[src/rtl/data_integrity_checker_sat_counter.sv]
// Up-counter with synchronous clear that holds at all-ones instead of wrapping.
module sat_counter #(
  parameter int W = 5
) (
  input  logic         CLK,
  input  logic         rst,
  input  logic         clr,
  input  logic         inc,
  output logic [W-1:0] count
);
  logic [W-1:0] count_q, count_d;

  always_comb begin
    count_d = count_q;
    if (clr)
      count_d = '0;
    else if (inc && (count_q != {W{1'b1}}))
      count_d = count_q + 1'b1;
  end

  always_ff @(posedge CLK or negedge rst) begin
    if (!rst) count_q <= '0;
    else      count_q <= count_d;
  end

  assign count = count_q;
endmodule

[config.mk]
export PLATFORM = sky130hd
export DESIGN_NAME = sat_counter
export DESIGN_NICKNAME = d
export VERILOG_FILES = /design/src/rtl/data_integrity_checker_sat_counter.sv
export SDC_FILE = /design/constraint.sdc
export NUM_CORES = 1
export LEC_CHECK = 0
export ABC_AREA = 1
export CAP_MARGIN = 25
export CORE_AREA = 2 2 39 41
export CTS_BUF_LIST = sky130_fd_sc_hd__clkbuf_2 sky130_fd_sc_hd__clkbuf_4 sky130_fd_sc_hd__clkbuf_8
export DETAILED_ROUTE_END_ITERATION = 6
export DIE_AREA = 0 0 41 43
export GPL_ROUTABILITY_DRIVEN = 0
export PLACE_DENSITY = 0.4
export SYNTH_ARGS = -nofsm -noshare
export SYNTH_HDL_FRONTEND = slang
export SYNTH_SLANG_ARGS = --single-unit
[constraint.sdc]
create_clock -name CLK -period 3.55 [get_ports CLK]
set_clock_uncertainty 0.2 [all_clocks]
set_input_delay 0.355 -clock CLK [delete_from_list [all_inputs] [get_ports CLK]]
set_output_delay 0.355 -clock CLK [all_outputs]
set_load 0.05 [all_outputs]
==> results.md, run 1 <==
| Metric | Value |
| --- | --- |
| Clk network pwr share | 46.8% |
| Post-synthesis instance total | 35 |
| Number of max-cap violations | 0 |
| Count of distinct cell types in the synthesized netlist | 8 |
| Final critical-path share of the clock period | 56.7% |
| Die Height | 43 um |
| Leakage | 0.000197 uW |
| Cell row count | 14 |
| # nets final | 54 |
| Highest cell delay on the worst timing path | 0.82 ns |
| Clock latency of the later-clocked register in the worst-skew pair | 0.24 ns |
| Signal arrival time at the worst endpoint | 1.46 ns |
| Sequential cell area fraction in the yosys report | 46.9% |
| Total setup violations reported at the end of the flow | 0 |
| Post-synthesis mux area share | 0% |
| Flops & latches, synth | 5 |
| Post-Place Cell Area | 367 um2 |
| Worst vdd ir | 0.000144 V |
| Reg clk slew, reported paths | 0.05 ns |
| Warnings from Yosys | 0 |
| Vias | 254 |
| Actual transition at the worst max-transition pin | 0.492 ns |
| Outcome | completed |
| Initial cell density of the core | 19.3% |
| Top cells by count, synth | nand2_1, nor2_1, dfrtp_1, nand3_1 |
| Number of buffers inserted by port buffering | 8 |
| Largest cells by area after synthesis | dfrtp_1, nand2_1, nor2_1, ha_1, nand3_1 |
| First-pass GRT wire length | 917 um |
| CTS root buf | clkbuf_4 |
| Sequential cell fraction of total power | 38.7% |
| Routed length per instance | 9.76 um |
| Hold_buf cts | 0 |
| Switching Fraction | 25.4% |
| Int Pwr | 118 uW |
| Overall overflow remaining after global route | 0 |
| Deepest clock path buffer count | 2 |
| Count of unresolved DRC violations after routing | 0 |
| Proportion of register bits with asynchronous set or reset after synthesis | 100% |
| Combinational Power Share | 14.5% |
| Final wirelength | 615 um |
| Net Switching | 40.1 uW |
| Most instantiated flip-flop cell in the synthesis netlist | dfrtp_1 |
| Sort of element at the end of the critical path | output pin |
| Post-detailed-route via-to-cell ratio | 4.03 |
| Design Area, Final | 397 um2 |
| ANT nets after route | 0 |
| Setup TNS | 0 ns |
| RSZ-0062 raised after global routing | no |
| Full die area | 1760 um2 |
| Half-perimeter wire length of the detailed placement result | 486 um |
| Most common cell in the netlist | nand2_1 |
| TritonCTS clock tree | done |
| Shortest period the worst path allows | 2.01 ns |
| Netlist area before placement | 267 um2 |
| H-tree depth | 1 |
| Gr usage total | 8.38% |
| Class of the tightest hold or removal check | in2async |
| Crit path required time | 2.99 ns |
| Post-CTS setup repair buffer count | 0 |
| Fin. Hold Viols | 0 |
| Crit path max-delay family | buffers and inverters |
| Kind of start point of the critical path | flip-flop |
| Antenna diode count | 0 |
| Number of clock sinks seen by CTS | 5 |
| Syn avg cell area | 7.61 um2 |
| Vias in the first global route | 232 |
| Crit path kind | reg2out |
| Synthesized-area fraction occupied by ao, oa, aoi and oai cells | 0% |
| Worst Path Max Fanout | 4 |
| Final max-slew violation count | 0 |
| Fmax | 0.497 GHz |
| Slowest stage cell on the critical path | clkdlybuf4s50_1 |
| Maximum number of pins on one net before global-route repair | 8 |
| Worst relative slew slack | 67.1% |
| Horizontal extent of the die | 41 um |
| Number of buffers added by the clock tree synthesis step | 3 |
| Parity-gate share of the synthesized area counting xor and xnor cells | 0% |
| Count of flip-flops with a built-in enable after synthesis | 0 |
| Share of post-route cells with drive strength above 1 | 17.0% |
| Resized Gates After CTS | 0 |
| Boundary Pins | 9 |
| Core box area | 1380 um2 |
| Synth Area in Adders | 9.39% |
| Iteration-0 DRC Markers | 5 |
| Chain of cells forming the critical path | clkdlybuf4s50_1 |
| Area overhead of the layout relative to synthesis | 48.8% |
| First-pass detailed-route iteration total | 4 |
| Main combinational cell family by area after synthesis | simple AND/OR/NAND/NOR gates |
| Max reg flops | 5 |
| Power per unit of standard cell area | 399 nW/um2 |
| Area share of the largest cell type after synthesis | 46.9% |
| Number of buffers and inverters on the critical path | 1 |
| Synthesized Nets | 41 |
| Area share of and/or/nand/nor cells after synthesis | 38.0% |
| Count of fill cells added during filler insertion | 154 |
| Cell taking the most area after synthesis | dfrtp_1 |
| Antenna violations before repair | 0 |
[kinds of logic (layout without fill, tap and decap cells)]
group,Yosys count,count (layout)
buf+inv,4,16
fa+ha+maj,2,2
simple gates,24,24
flops,5,5
[cell type report]
type	count	area (um2)	share of cell area, %
Inverter	4	15.0	3.79
Sequential cell	5	125	31.5
Clock buffer	4	30.0	7.57
Tap cell	16	20.0	5.05
Multi-Input combinational cell	26	126	31.9
Timing Repair Buffer	8	80.1	20.2
[worst paths after layout]
path | slack, ns | from | depth (start not counted) | to
max in group asynchronous | 2.82 | rst | 1 | count[0]
hold reg to reg | 0.37 | count[0] | 2 | count[0]
setup reg to reg | 1.89 | count[0] | 10 | count[3]
min in group CLK | 0.37 | count[0] | 2 | count[0]
setup / recovery | 1.54 | count[1] | 1 | count[1]
hold / removal | 0.13 | rst | 1 | count[2]
[metrics by stage]
stage | std cells | setup slack, ns | util (%) | total power, uW | hold WS (ns)
2_1_floorplan | 35 | 1.65 | - | 74.9 | -0.141
3_3_place_gp | 59 | 1.79 | 26.5 | 85.0 | 0.348
3_5_place_dp | 59 | 1.80 | 26.5 | 85.0 | 0.359
4_1_cts | 63 | 1.53 | 28.7 | 161 | 0.136
5_1_grt | 63 | 1.49 | 28.7 | 168 | 0.144
6_report | 63 | 1.54 | 28.7 | 158 | 0.135
[placed cells by master, fill, tap and decap left out, drive strengths merged]
master and n:
clkbuf 4, clkdlybuf4s50 8, dfrtp 5, ha 2, inv 4, nand2 11
nand3 5, nor2 8
[per-layer routing]
layer	vias to the layer above	global-route usage, %	part of all wire [%]
met5	-	0	0
met4	0	10.0	3.3
met3	3	3.14	7.0
met2	14	7.81	40
met1	104	12.1	50
li1	133	-	-
[power groups by stage]
stage | clock network (uW) | registers (uW) | logic [uW]
floorplan | 0 | 68.5 | 6.35
global placement | 0 | 61.9 | 23.2
detailed placement | 0 | 62.1 | 23.0
CTS | 76.6 | 61.2 | 23.0
global route | 81.7 | 61.4 | 24.9
finish | 74.0 | 61.2 | 22.9
Power figures use the tool's default switching activity.
==> inputs of run 2 (changes only) <==
--- a/config.mk
+++ b/config.mk
@@ -12,7 +12,7 @@
 export DETAILED_ROUTE_END_ITERATION = 6
 export DIE_AREA = 0 0 41 43
 export GPL_ROUTABILITY_DRIVEN = 0
-export PLACE_DENSITY = 0.4
+export PLACE_DENSITY = 0.41
 export SYNTH_ARGS = -nofsm -noshare
 export SYNTH_HDL_FRONTEND = slang
 export SYNTH_SLANG_ARGS = --single-unit
==> constraint.sdc (replaced) <==
create_clock -name CLK -period 1.85 [get_ports CLK]
set_clock_uncertainty 0.2 [all_clocks]
set_input_delay 0.185 -clock CLK [delete_from_list [all_inputs] [get_ports CLK]]
set_output_delay 0.185 -clock CLK [all_outputs]
set_load 0.05 [all_outputs]
==> run 2 against run 1 <==
- flip-flop and latch count is the same
- total power grew 96%
- clock-buffer cell count is the same
- combinational power grew 92%
- register-to-register slack lost 1.7 ns
- sequential power grew 93%
- largest cell class is now sequential cells
- largest power group unchanged
- worst hold slack gained 0.21 ns
- critical path type is now reg2reg
- clock power grew 100%
- non-clock buffer count grew 1
- core utilization is the same
==> results.md, run 2 (synthesis results as in run 1) <==
| Metric | Value |
| --- | --- |
| First-pass detailed-route iteration total | 1 |
| Crit path kind | reg2reg |
| Gr usage total | 8.84% |
| Worst Path Max Fanout | 4 |
| Leakage | 0.000208 uW |
| Fin. Hold Viols | 0 |
| Antenna violations before repair | 0 |
| Chain of cells forming the critical path | ha_1 > nand2_1 > nor2_1 > ha_1 > inv_2 > nand3_1 > nor2_1 > nand2_1 > nand2_1 > nor2_1 |
| Signal arrival time at the worst endpoint | 1.63 ns |
| Overall overflow remaining after global route | 0 |
| Min-Delay Endpoint | count[4] |
| Die Height | 43 um |
| Worst vdd ir | 0.000197 V |
| Post-Place Cell Area | 357 um2 |
| Crit path max-delay family | simple AND/OR/NAND/NOR gates |
| Reg-to-reg slack, setup | 0.15 ns |
| Share of post-route cells with drive strength above 1 | 31.3% |
| Number of buffers and inverters on the critical path | 1 |
| Slowest stage cell on the critical path | dfrtp_2 |
| Count of unresolved DRC violations after routing | 0 |
| CTS root buf | clkbuf_4 |
| # nets final | 55 |
| First-pass GRT wire length | 986 um |
| Outcome | completed |
| RR Startpoint | count[0] |
| Reg clk slew, reported paths | 0.05 ns |
| Total setup violations reported at the end of the flow | 0 |
| Clock latency of the later-clocked register in the worst-skew pair | 0.24 ns |
| Overall power | 310 uW |
| Hold depth | 2 |
| Number of clock sinks seen by CTS | 5 |
| Number of buffers inserted by port buffering | 8 |
| Power per unit of standard cell area | 781 nW/um2 |
| Hold_buf cts | 1 |
| Post-detailed-route via-to-cell ratio | 3.89 |
| Number of buffers added by the clock tree synthesis step | 3 |
| Area overhead of the layout relative to synthesis | 48.8% |
| Core box area | 1380 um2 |
| Cell row count | 14 |
| Shortest period the worst path allows | 1.70 ns |
| Setup TNS | 0 ns |
| Half-perimeter wire length of the detailed placement result | 453 um |
| TritonCTS clock tree | done |
| Post-CTS setup repair buffer count | 0 |
| Deepest clock path buffer count | 2 |
| R2R cell count | 10 |
| FF-to-FF End | count[3] |
| Worst relative slew slack | 82.7% |
| Final wirelength | 566 um |
| Design Area, Final | 397 um2 |
| Final critical-path share of the clock period | 91.6% |
| Actual transition at the worst max-transition pin | 0.259 ns |
| H-tree depth | 1 |
| RSZ-0062 raised after global routing | no |
| Antenna diode count | 0 |
| Routed length per instance | 8.84 um |
| Class of the tightest hold or removal check | reg2reg |
| Final max-slew violation count | 0 |
| Full die area | 1760 um2 |
| Max reg flops | 5 |
| Maximum number of pins on one net before global-route repair | 8 |
| Kind of start point of the critical path | flip-flop |
| Vias in the first global route | 241 |
| Iteration-0 DRC Markers | 0 |
| Crit path required time | 1.79 ns |
| Sort of element at the end of the critical path | flip-flop |
| Number of max-cap violations | 0 |
| Highest cell delay on the worst timing path | 0.42 ns |
| Beginning of the worst hold path | count[4] |
| Boundary Pins | 9 |
| Most common cell after layout, fill and taps aside | nand2_1 |
| Fmax | 0.590 GHz |
| Resized Gates After CTS | 0 |
| Vias | 249 |
| Horizontal extent of the die | 41 um |
| Commonest cells after routing, fill and taps aside | nand2_1, nor2_1, nand3_1, buf_4, clkbuf_4 |
| ANT nets after route | 0 |
| Initial cell density of the core | 19.3% |
## run 2: cell count changes in the layout (fill, tap and decap cells not counted), sizes merged
cell / previous run / this run
buf: 0 / 5
clkdlybuf4s50: 8 / 3
dlygate4sd3: 0 / 1
## run 2: stage by stage
stage	instances	utilization (%)	hold WS, ns	setup WS [ns]
floorplan	35	-	-0.311	0.0749
global placement	59	25.8	0.244	0.146
detailed placement	59	25.8	0.247	0.148
CTS	64	28.7	0.358	0.137
global route	64	28.7	0.385	0.0259
finish	64	28.7	0.349	0.155
## run 2: cell type report
| cell class | instances | area, um2 |
|---|---|---|
| fill | 153 | 987 |
| sequential | 5 | 128 |
| multi-input combinational | 26 | 126 |
| timing repair buffer | 9 | 77.6 |
| clock buffer | 4 | 30.0 |
| tap | 16 | 20.0 |
| inverter | 4 | 15.0 |
## run 2: tightest hold or removal path, delay by kind of cell (launching register included)
family,cells,cell delay (ns)
and+or+nand+nor,2,0.14
DFF,1,0.37
## run 2: report_power, final
group | leakage, uW | switching [uW] | internal, uW
Sequential | 0.0000654 | 3.89 | 114
Clock | 0.0000184 | 51.5 | 96.6
Combinational | 0.000124 | 27.2 | 16.8
Total | 0.000208 | 82.6 | 227
## run 2: worst max-delay path by stage
| stage | cells past startpoint | slack, ns | endpoint | from |
|---|---|---|---|---|
| after floorplan | 10 | 0.07 | count[3] | count[0] |
| after global placement | 10 | 0.15 | count[3] | count[0] |
| after global routing | 10 | 0.03 | count[3] | count[0] |
| after CTS | 10 | 0.14 | count[3] | count[0] |
| after detailed placement | 10 | 0.15 | count[3] | count[0] |
| final | 10 | 0.15 | count[3] | count[0] |
## run 2: per-layer routing
metal  vias to the layer above  track usage (%)  routed length, um
li1                        136                -                  -
met1                       104             11.3                248
met4                         0             8.00                 14
met5                         -                0                  0
met2                         7             10.9                283
met3                         2             3.14                 20
